File: src/rtl/cpu_pc_pkg.sv
// rtl/cpu_pc_pkg.sv - shared action encoding and request priority resolver for the program counter
package cpu_pc_pkg;

    typedef enum logic [2:0] {
        PC_HOLD   = 3'd0,
        PC_INC    = 3'd1,
        PC_BRANCH = 3'd2,
        PC_LOAD   = 3'd3,
        PC_CALL   = 3'd4,
        PC_RET    = 3'd5
    } pc_action_e;

    // Fixed priority: load > call > ret > branch > enable. Exactly one action wins.
    function automatic pc_action_e resolve_action(
        input logic load,
        input logic call,
        input logic ret,
        input logic branch,
        input logic enable
    );
        if (load)        return PC_LOAD;
        else if (call)   return PC_CALL;
        else if (ret)    return PC_RET;
        else if (branch) return PC_BRANCH;
        else if (enable) return PC_INC;
        else             return PC_HOLD;
    endfunction

endpackage

File: src/rtl/return_stack.sv
// rtl/return_stack.sv - parametrised LIFO holding subroutine return addresses
//
// Ports:
//   clk, rst        clock, asynchronous active-high reset (clears the pointer only)
//   push, push_data write push_data on top; ignored while full
//   pop             discard the top entry; ignored while empty
//   top             entry at sp-1 (meaningless while empty)
//   full, empty     decoded from the registered stack pointer
module return_stack
    import cpu_pc_pkg::*;
#(
    parameter int WIDTH       = 8,
    parameter int STACK_DEPTH = 4
) (
    input  logic             clk,
    input  logic             rst,
    input  logic             push,
    input  logic             pop,
    input  logic [WIDTH-1:0] push_data,
    output logic [WIDTH-1:0] top,
    output logic             full,
    output logic             empty
);

    localparam int SPW = $clog2(STACK_DEPTH + 1);
    localparam int AW  = (STACK_DEPTH > 1) ? $clog2(STACK_DEPTH) : 1;

    logic [WIDTH-1:0] mem [STACK_DEPTH];
    logic [SPW-1:0]   sp;
    logic [SPW-1:0]   sp_m1;
    logic             do_push;
    logic             do_pop;

    assign full    = (sp == SPW'(STACK_DEPTH));
    assign empty   = (sp == '0);
    assign do_push = push && !full;
    // Push has precedence so a simultaneous request never becomes a swap.
    assign do_pop  = pop && !empty && !push;
    assign sp_m1   = sp - SPW'(1);
    assign top     = mem[sp_m1[AW-1:0]];

    always_ff @(posedge clk or posedge rst) begin
        if (rst) begin
            sp <= '0;
        end else if (do_push) begin
            sp <= sp + SPW'(1);
        end else if (do_pop) begin
            sp <= sp_m1;
        end
    end

    // Entry contents are don't-care after reset, so the array carries no reset.
    always_ff @(posedge clk) begin
        if (do_push) begin
            mem[sp[AW-1:0]] <= push_data;
        end
    end

endmodule

File: src/rtl/program_counter_stack.sv
// rtl/program_counter_stack.sv - program counter with jump, relative branch and call/return stack
//
// Ports:
//   clk, rst                       clock, asynchronous active-high reset
//   enable                         PC <= PC + 1
//   load, data_in                  PC <= data_in (also the call target)
//   branch, offset                 PC <= PC + offset (two's complement)
//   call                           push PC+1, PC <= data_in
//   ret                            PC <= popped return address
//   err_clr                        clear sticky error flags (a new error wins)
//   out                            registered PC
//   stack_full, stack_empty        return stack status
//   overflow_err, underflow_err    sticky call-while-full / ret-while-empty
module program_counter_stack
    import cpu_pc_pkg::*;
#(
    parameter int               WIDTH        = 8,
    parameter int               STACK_DEPTH  = 4,
    parameter logic [WIDTH-1:0] RESET_VECTOR = '0
) (
    input  logic             clk,
    input  logic             rst,
    input  logic             enable,
    input  logic             load,
    input  logic [WIDTH-1:0] data_in,
    input  logic             branch,
    input  logic [WIDTH-1:0] offset,
    input  logic             call,
    input  logic             ret,
    input  logic             err_clr,
    output logic [WIDTH-1:0] out,
    output logic             stack_full,
    output logic             stack_empty,
    output logic             overflow_err,
    output logic             underflow_err
);

    pc_action_e       action;
    logic [WIDTH-1:0] pc;
    logic [WIDTH-1:0] pc_next;
    logic [WIDTH-1:0] pc_plus1;
    logic [WIDTH-1:0] stack_top;
    logic             push;
    logic             pop;
    logic             ovf_set;
    logic             unf_set;

    assign action   = resolve_action(load, call, ret, branch, enable);
    assign pc_plus1 = pc + WIDTH'(1);

    return_stack #(
        .WIDTH       (WIDTH),
        .STACK_DEPTH (STACK_DEPTH)
    ) u_stack (
        .clk       (clk),
        .rst       (rst),
        .push      (push),
        .pop       (pop),
        .push_data (pc_plus1),
        .top       (stack_top),
        .full      (stack_full),
        .empty     (stack_empty)
    );

    always_comb begin
        pc_next = pc;
        push    = 1'b0;
        pop     = 1'b0;
        ovf_set = 1'b0;
        unf_set = 1'b0;
        case (action)
            PC_LOAD:   pc_next = data_in;
            PC_CALL: begin
                if (stack_full) begin
                    ovf_set = 1'b1;
                end else begin
                    push    = 1'b1;
                    pc_next = data_in;
                end
            end
            PC_RET: begin
                if (stack_empty) begin
                    unf_set = 1'b1;
                end else begin
                    pop     = 1'b1;
                    pc_next = stack_top;
                end
            end
            // Offset is already WIDTH bits, so modular addition is the signed add.
            PC_BRANCH: pc_next = pc + offset;
            PC_INC:    pc_next = pc_plus1;
            default:   pc_next = pc;
        endcase
    end

    always_ff @(posedge clk or posedge rst) begin
        if (rst) begin
            pc            <= RESET_VECTOR;
            overflow_err  <= 1'b0;
            underflow_err <= 1'b0;
        end else begin
            pc            <= pc_next;
            overflow_err  <= (overflow_err  && !err_clr) || ovf_set;
            underflow_err <= (underflow_err && !err_clr) || unf_set;
        end
    end

    assign out = pc;

endmodule

File: config.mk
export PLATFORM = sky130hd
export DESIGN_NAME = program_counter_stack
export DESIGN_NICKNAME = d
export VERILOG_FILES = /design/src/rtl/cpu_pc_pkg.sv /design/src/rtl/return_stack.sv /design/src/rtl/program_counter_stack.sv
export SDC_FILE = /design/constraint.sdc
export NUM_CORES = 1
export LEC_CHECK = 0
export CORE_ASPECT_RATIO = 0.9
export CORE_UTILIZATION = 45
export CTS_BUF_LIST = sky130_fd_sc_hd__clkbuf_16
export CTS_CLUSTER_DIAMETER = 50
export CTS_CLUSTER_SIZE = 30
export DETAILED_ROUTE_END_ITERATION = 12
export HOLD_SLACK_MARGIN = 0.06
export PLACE_DENSITY = 0.74
export REMOVE_ABC_BUFFERS = 1
export SETUP_SLACK_MARGIN = 0.2
export SYNTH_ARGS = -nofsm -noshare
export SYNTH_HDL_FRONTEND = slang
export SYNTH_SLANG_ARGS = --single-unit
File: constraint.sdc
create_clock -name clk -period 5.32 [get_ports clk]
set_input_delay 1.33 -clock clk [delete_from_list [all_inputs] [get_ports clk]]
set_output_delay 1.33 -clock clk [all_outputs]
set_load 0.01 [all_outputs]
Yosys cells after proc, flatten, opt, wreduce, memory -nomap -nowiden:

Memories as Yosys holds them, arrays and structs flattened.
Index checks and enable logic that the tools add are counted.

* output and inout bits: 12
* logic and storage cells: 52
* register bits: 13
* memory bits (writable): 32
* memories kept: 1

Memory list
* u_stack.mem: depth 4, bits a word 8, read ports 1, clocked after memory_dff 0, write ports 1, line return_stack.sv:28 `logic [WIDTH-1:0] mem [STACK_DEPTH];`

* $add $sub $neg: 4
* mux-type cells: 20
* reductions and logical operators: 15
* equality and inequality tests: 8

Operator list (count)
* $pmux 8 s5: 1
* $mux 8: 2
* $mux 3: 5
* $mux 1: 11
* $eq 3x3->1 const B: 3
* $add 8x1->8 const B: 1
* $add 8x8->8: 1
* $eq 3x2->1 const B: 2
* $logic_and 1x1->1: 5
* $reduce_bool 5->1: 1
* $logic_not 1->1: 4
* $ne 2x2->1 const B: 2
* $add 3x1->3 const B: 1
* $eq 3x1->1 const B: 1
* $logic_not 3->1: 1
* $reduce_and 3->1: 1
* $sub 3x1->3 const B: 1
* $logic_or 1x1->1: 2
* $mux 2: 1
* $reduce_bool 2->1: 1

Logic depth before layout (Yosys ltp):

* word-level depth: 11
* depth in mapped cells: 9
* gate-level depth less buffers: 8

Hierarchy:

From an unflattened synthesis, not the netlist that was laid out.

* cells, all modules: 202
* area total of the unflattened synthesis: 2541.2 um^2

Modules (own cells, without submodules)
* return_stack: cells an instance 77, instances 1, seq. area each 1036.0 um^2, area an instance 1466.4 um^2
* program_counter_stack: cells an instance 125, instances 1, seq. area each 250.2 um^2, area an instance 1074.8 um^2

Least setup slack after synthesis:

OpenSTA, ideal clock, no wires.

* path type: in2reg
* start point: input port offset[0]
* end point: register pc[6] (netlist: out[6])
* slack: 2.457 ns
* required time: 5.194 ns
* arrival time: 2.738 ns
* path buffers: 0
* stages on the path: 8
* cells stage by stage: ha_1 > inv_1 > fa_1 > nor2b_1 > o31a_1 > o22ai_1 > xnor2_1 > a221o_1

* word-level cells in the longest chain between the ends: 2

RTL lines
* from (decl): line program_counter_stack.sv:27 `input logic [WIDTH-1:0] offset,`
* $add 8x8->8: line program_counter_stack.sv:90 `PC_BRANCH: pc_next = pc + offset;`
* $pmux 8 s5: line program_counter_stack.sv:71 `case (action)`
* to (signal assigned): line program_counter_stack.sv:102 `pc <= pc_next;`
* to (decl): line program_counter_stack.sv:39 `logic [WIDTH-1:0] pc;`

Every way passes these cells.
A chain may end at the register's enable or synchronous reset.

Worst setup path in the final report:

* start point: register u_stack.sp[0]
* end point: output port stack_empty

* word-level cells in the longest chain between the ends: 1

RTL lines
* from (decl): line return_stack.sv:29 `logic [SPW-1:0] sp;`
* from (signal assigned): line return_stack.sv:46 `sp <= sp + SPW'(1);`
* from (signal assigned): line return_stack.sv:48 `sp <= sp_m1;`
* $logic_not 3->1: line return_stack.sv:35 `assign empty = (sp == '0);`
* to (decl): line program_counter_stack.sv:33 `output logic stack_empty,`

Every way passes these cells.

==> results.yml <==
floorplan:
  io_pins: 36
  core_sq_mm: 0.00498
  rows: 24
  die_h_um: 71.4
  dieArea_sq_mm: 0.00565
  initial_core_util_pct: 48.3
  fp.dieW_um: 79.1
pwr:
  p_leak_uw: 0.00111
  p_per_area_mw_per_mm2: 458
  ir_worst_vdd_mv: 0.204
setup_path:
  critical_path_required_ns: 3.99
  slowest_stage: "dfrtp_1"
  crit_path_frequent_cell: "ha_1"
  cp_num_buf_inv: 2
  path_class: "flip-flop to output pin"
  crit_fanout: 12
  slowest_delay_ns: 0.77
  critPathCaptureType: "output pin"
  crit_chain: "inv_1 > ha_1 > ha_1 > clkdlybuf4s50_1"
  cp.arrival_ns: 2.27
  critPathTopFamily: "flip-flops"
  startpoint_type: "flip-flop"
global_routing:
  antenna_found_initial: 0
  grt_use_total_pct: 20.5
  grt_pass1_wl_um: 8560
  busiest_layer: "met2"
  grt_max_degree: 17
  grt_use_met1_pct: 26.4
  grt_pass1_vias: 1774
  met2_usage_pct: 34.4
  use_met3_pct: 5.48
  overflow: 0
detailed_routing:
  wire_per_inst_um: 17.5
  vias_per_cell: 5.74
  drcViolationCount: 0
  ant_nets: 0
  routed_wl_um: 5210
  drt_iter0_drc: 104
  dr_total_vias: 1704
  drt_pre_antenna_iters: 5
clock_network:
  h-tree-depth: 2
  cts_tree: "built"
  clock_latency_ns: 0.29
  clockBufferDepth: 2
  cts_sinks: 45
  clk_pin_slew_ns: 0.06
  ctsHoldBuffers: 0
  ctsResizeCount: 0
  cts_made_buffers: 5
  postCtsSetupRepairBufs: 0
  root_buffer: "clkbuf_16"
timing:
  fin_skew_ns: 0.00531
  hold_violations: 0
  setup_total_negative_slack_ns: 0
  setup_viol: 0
  worst_slew_pin_slew_ns: 1.08
  fmax_ghz: 0.278
  finalWorstSetupSlack_ns: 1.72
  relSlewSlack_pct: 26.9
  finalCriticalPeriod_ns: 3.60
  rsz0062_at_grt: "false"
  slew_violations: 0
  timing.final.crit_share_pct: 67.7
placed_design:
  post-place-ws_ns: 1.91
  detailed_place_hpwl_um: 3850
  port_buffers: 35
  place_inst: 289
  place.gp.congestion: 0.910
synthesis:
  synth_top_area_share_pct: 39.9
  syn_avg_cell_area_sq_um: 12.4
  ys_ff_latch: 45
  syn_area_sq_mm: 0.00241
  ys.flop_type: "edfxtp_1"
  synthTopCellsByArea: "edfxtp_1 40%, dfrtp_1 14%, mux4_2 7.5%, ha_1 7.3%, xnor2_1 2.9%"
  yosysUniqueCellTypes: 43
  synth_edf_count: 32
  ys.warnings.count: 0
  yosysSeqAreaShare_pct: 53.4
  netlist_instances: 194
  synth_common_cells: "32 x edfxtp_1, 15 x nor2_1, 14 x ha_1"
  yosysTopAreaCell: "edfxtp_1"
  synth_most_common_cell: "edfxtp_1"
  async_flop_share_pct: 28.9
worst_hold_path:
  hold_path.class: "flip-flop to flip-flop"
flow_run:
  cap_violations: 0
cells_and_area:
  nets: 270
  syn2layout_area_growth_pct: 24.1
  fillers: 414
  drive_gt1_share_pct: 7.33
  stdcell_count: 297
  n_antenna_cell: 0
status:
  status: "finished, final reports clean"
-- where the power goes --
part / switching, uW / internal [uW] / total (uW)
combinational: 238 / 242 / 480
clock: 132 / 225 / 357
sequential: 68.4 / 463 / 531
-- per-stage QoR --
step	cell area [sq um]	util, %	hold slack (ns)	total power (uW)
detailed placement	2810	56.5	0.486	1020
floorplan	2380	-	0.526	850
finish	2990	59.9	0.497	1370
global placement	2810	56.5	0.488	1010
global route	2990	59.9	0.528	1450
CTS	2990	59.9	0.500	1380
-- flip-flops by register name, indices dropped and copies added (netlist names) --
signal / flops
out: 8
overflow_err: 1
u_stack.mem: 32
u_stack.sp: 3
underflow_err: 1
-- cells in the final DEF, fill, tap and decap left out, drive strengths merged, types with 2 or more instances in the layout --
cell type      synthesis  final
nand3b                 2      2
a32oi                  2      2
mux4                   8      8
a221o                  3      3
edfxtp                32     32
a221oi                 2      2
clkbuf                 2      5
nor2                  15     15
a31oi                  5      5
o21ai                  8      8
o21a                   2      2
nand3                  8      8
and3                   3      3
and2                   5      5
nand2                 12     12
a21boi                 2      2
xor2                   3      3
clkdlybuf4s50          0     35
a222oi                 3      3
inv                   12     13
ha                    14     14
xnor2                  8      8
or3                    2      2
nand4                  3      3
a21oi                  7      7
o31a                   2      2
dfrtp                 13     13
a211oi                 2      2
-- final cells by class --
cell class	count	area (sq um)	area share, %
Timing Repair Buffer	35	350	11.7
Clock inverter	3	48.8	1.63
Inverter	12	45.0	1.51
Tap cell	65	81.3	2.72
Clock buffer	5	125	4.19
Sequential cell	45	1290	43.0
Multi-Input combinational cell	132	1050	35.2
-- routing by layer --
layer	share of wire (%)	vias to the layer above
met5	0	-
met4	0.90	0
met3	6.2	5
met2	50	55
met1	43	821
li1	-	823
-- path summary, 6_finish.rpt --
kind / startpoint / end / slack [ns] / depth (start not counted)
min: overflow_err$_DFF_PP0_ / overflow_err$_DFF_PP0_ / 0.50 / 1
min reg2reg: overflow_err$_DFF_PP0_ / overflow_err$_DFF_PP0_ / 0.50 / 1
min in group asynchronous: rst / out[1]$_DFFE_PP0P_ / 1.40 / 2
max: u_stack.sp[0]$_DFFE_PP0P_ / stack_empty / 1.72 / 4
max in group asynchronous: rst / out[6]$_DFFE_PP0P_ / 3.56 / 2
max reg2reg: u_stack.sp[0]$_DFFE_PP0P_ / out[6]$_DFFE_PP0P_ / 2.56 / 7
-- kinds of logic after synthesis --
group / Yosys count / synth area share [%]
simple gates: 54 / 11.0
flops: 45 / 53.4
compound gates: 43 / 12.7
buf+inv: 17 / 2.91
fa+ha+maj: 15 / 8.11
xor+xnor: 11 / 4.00
mux: 9 / 7.90
Power figures use the tool's default switching activity.
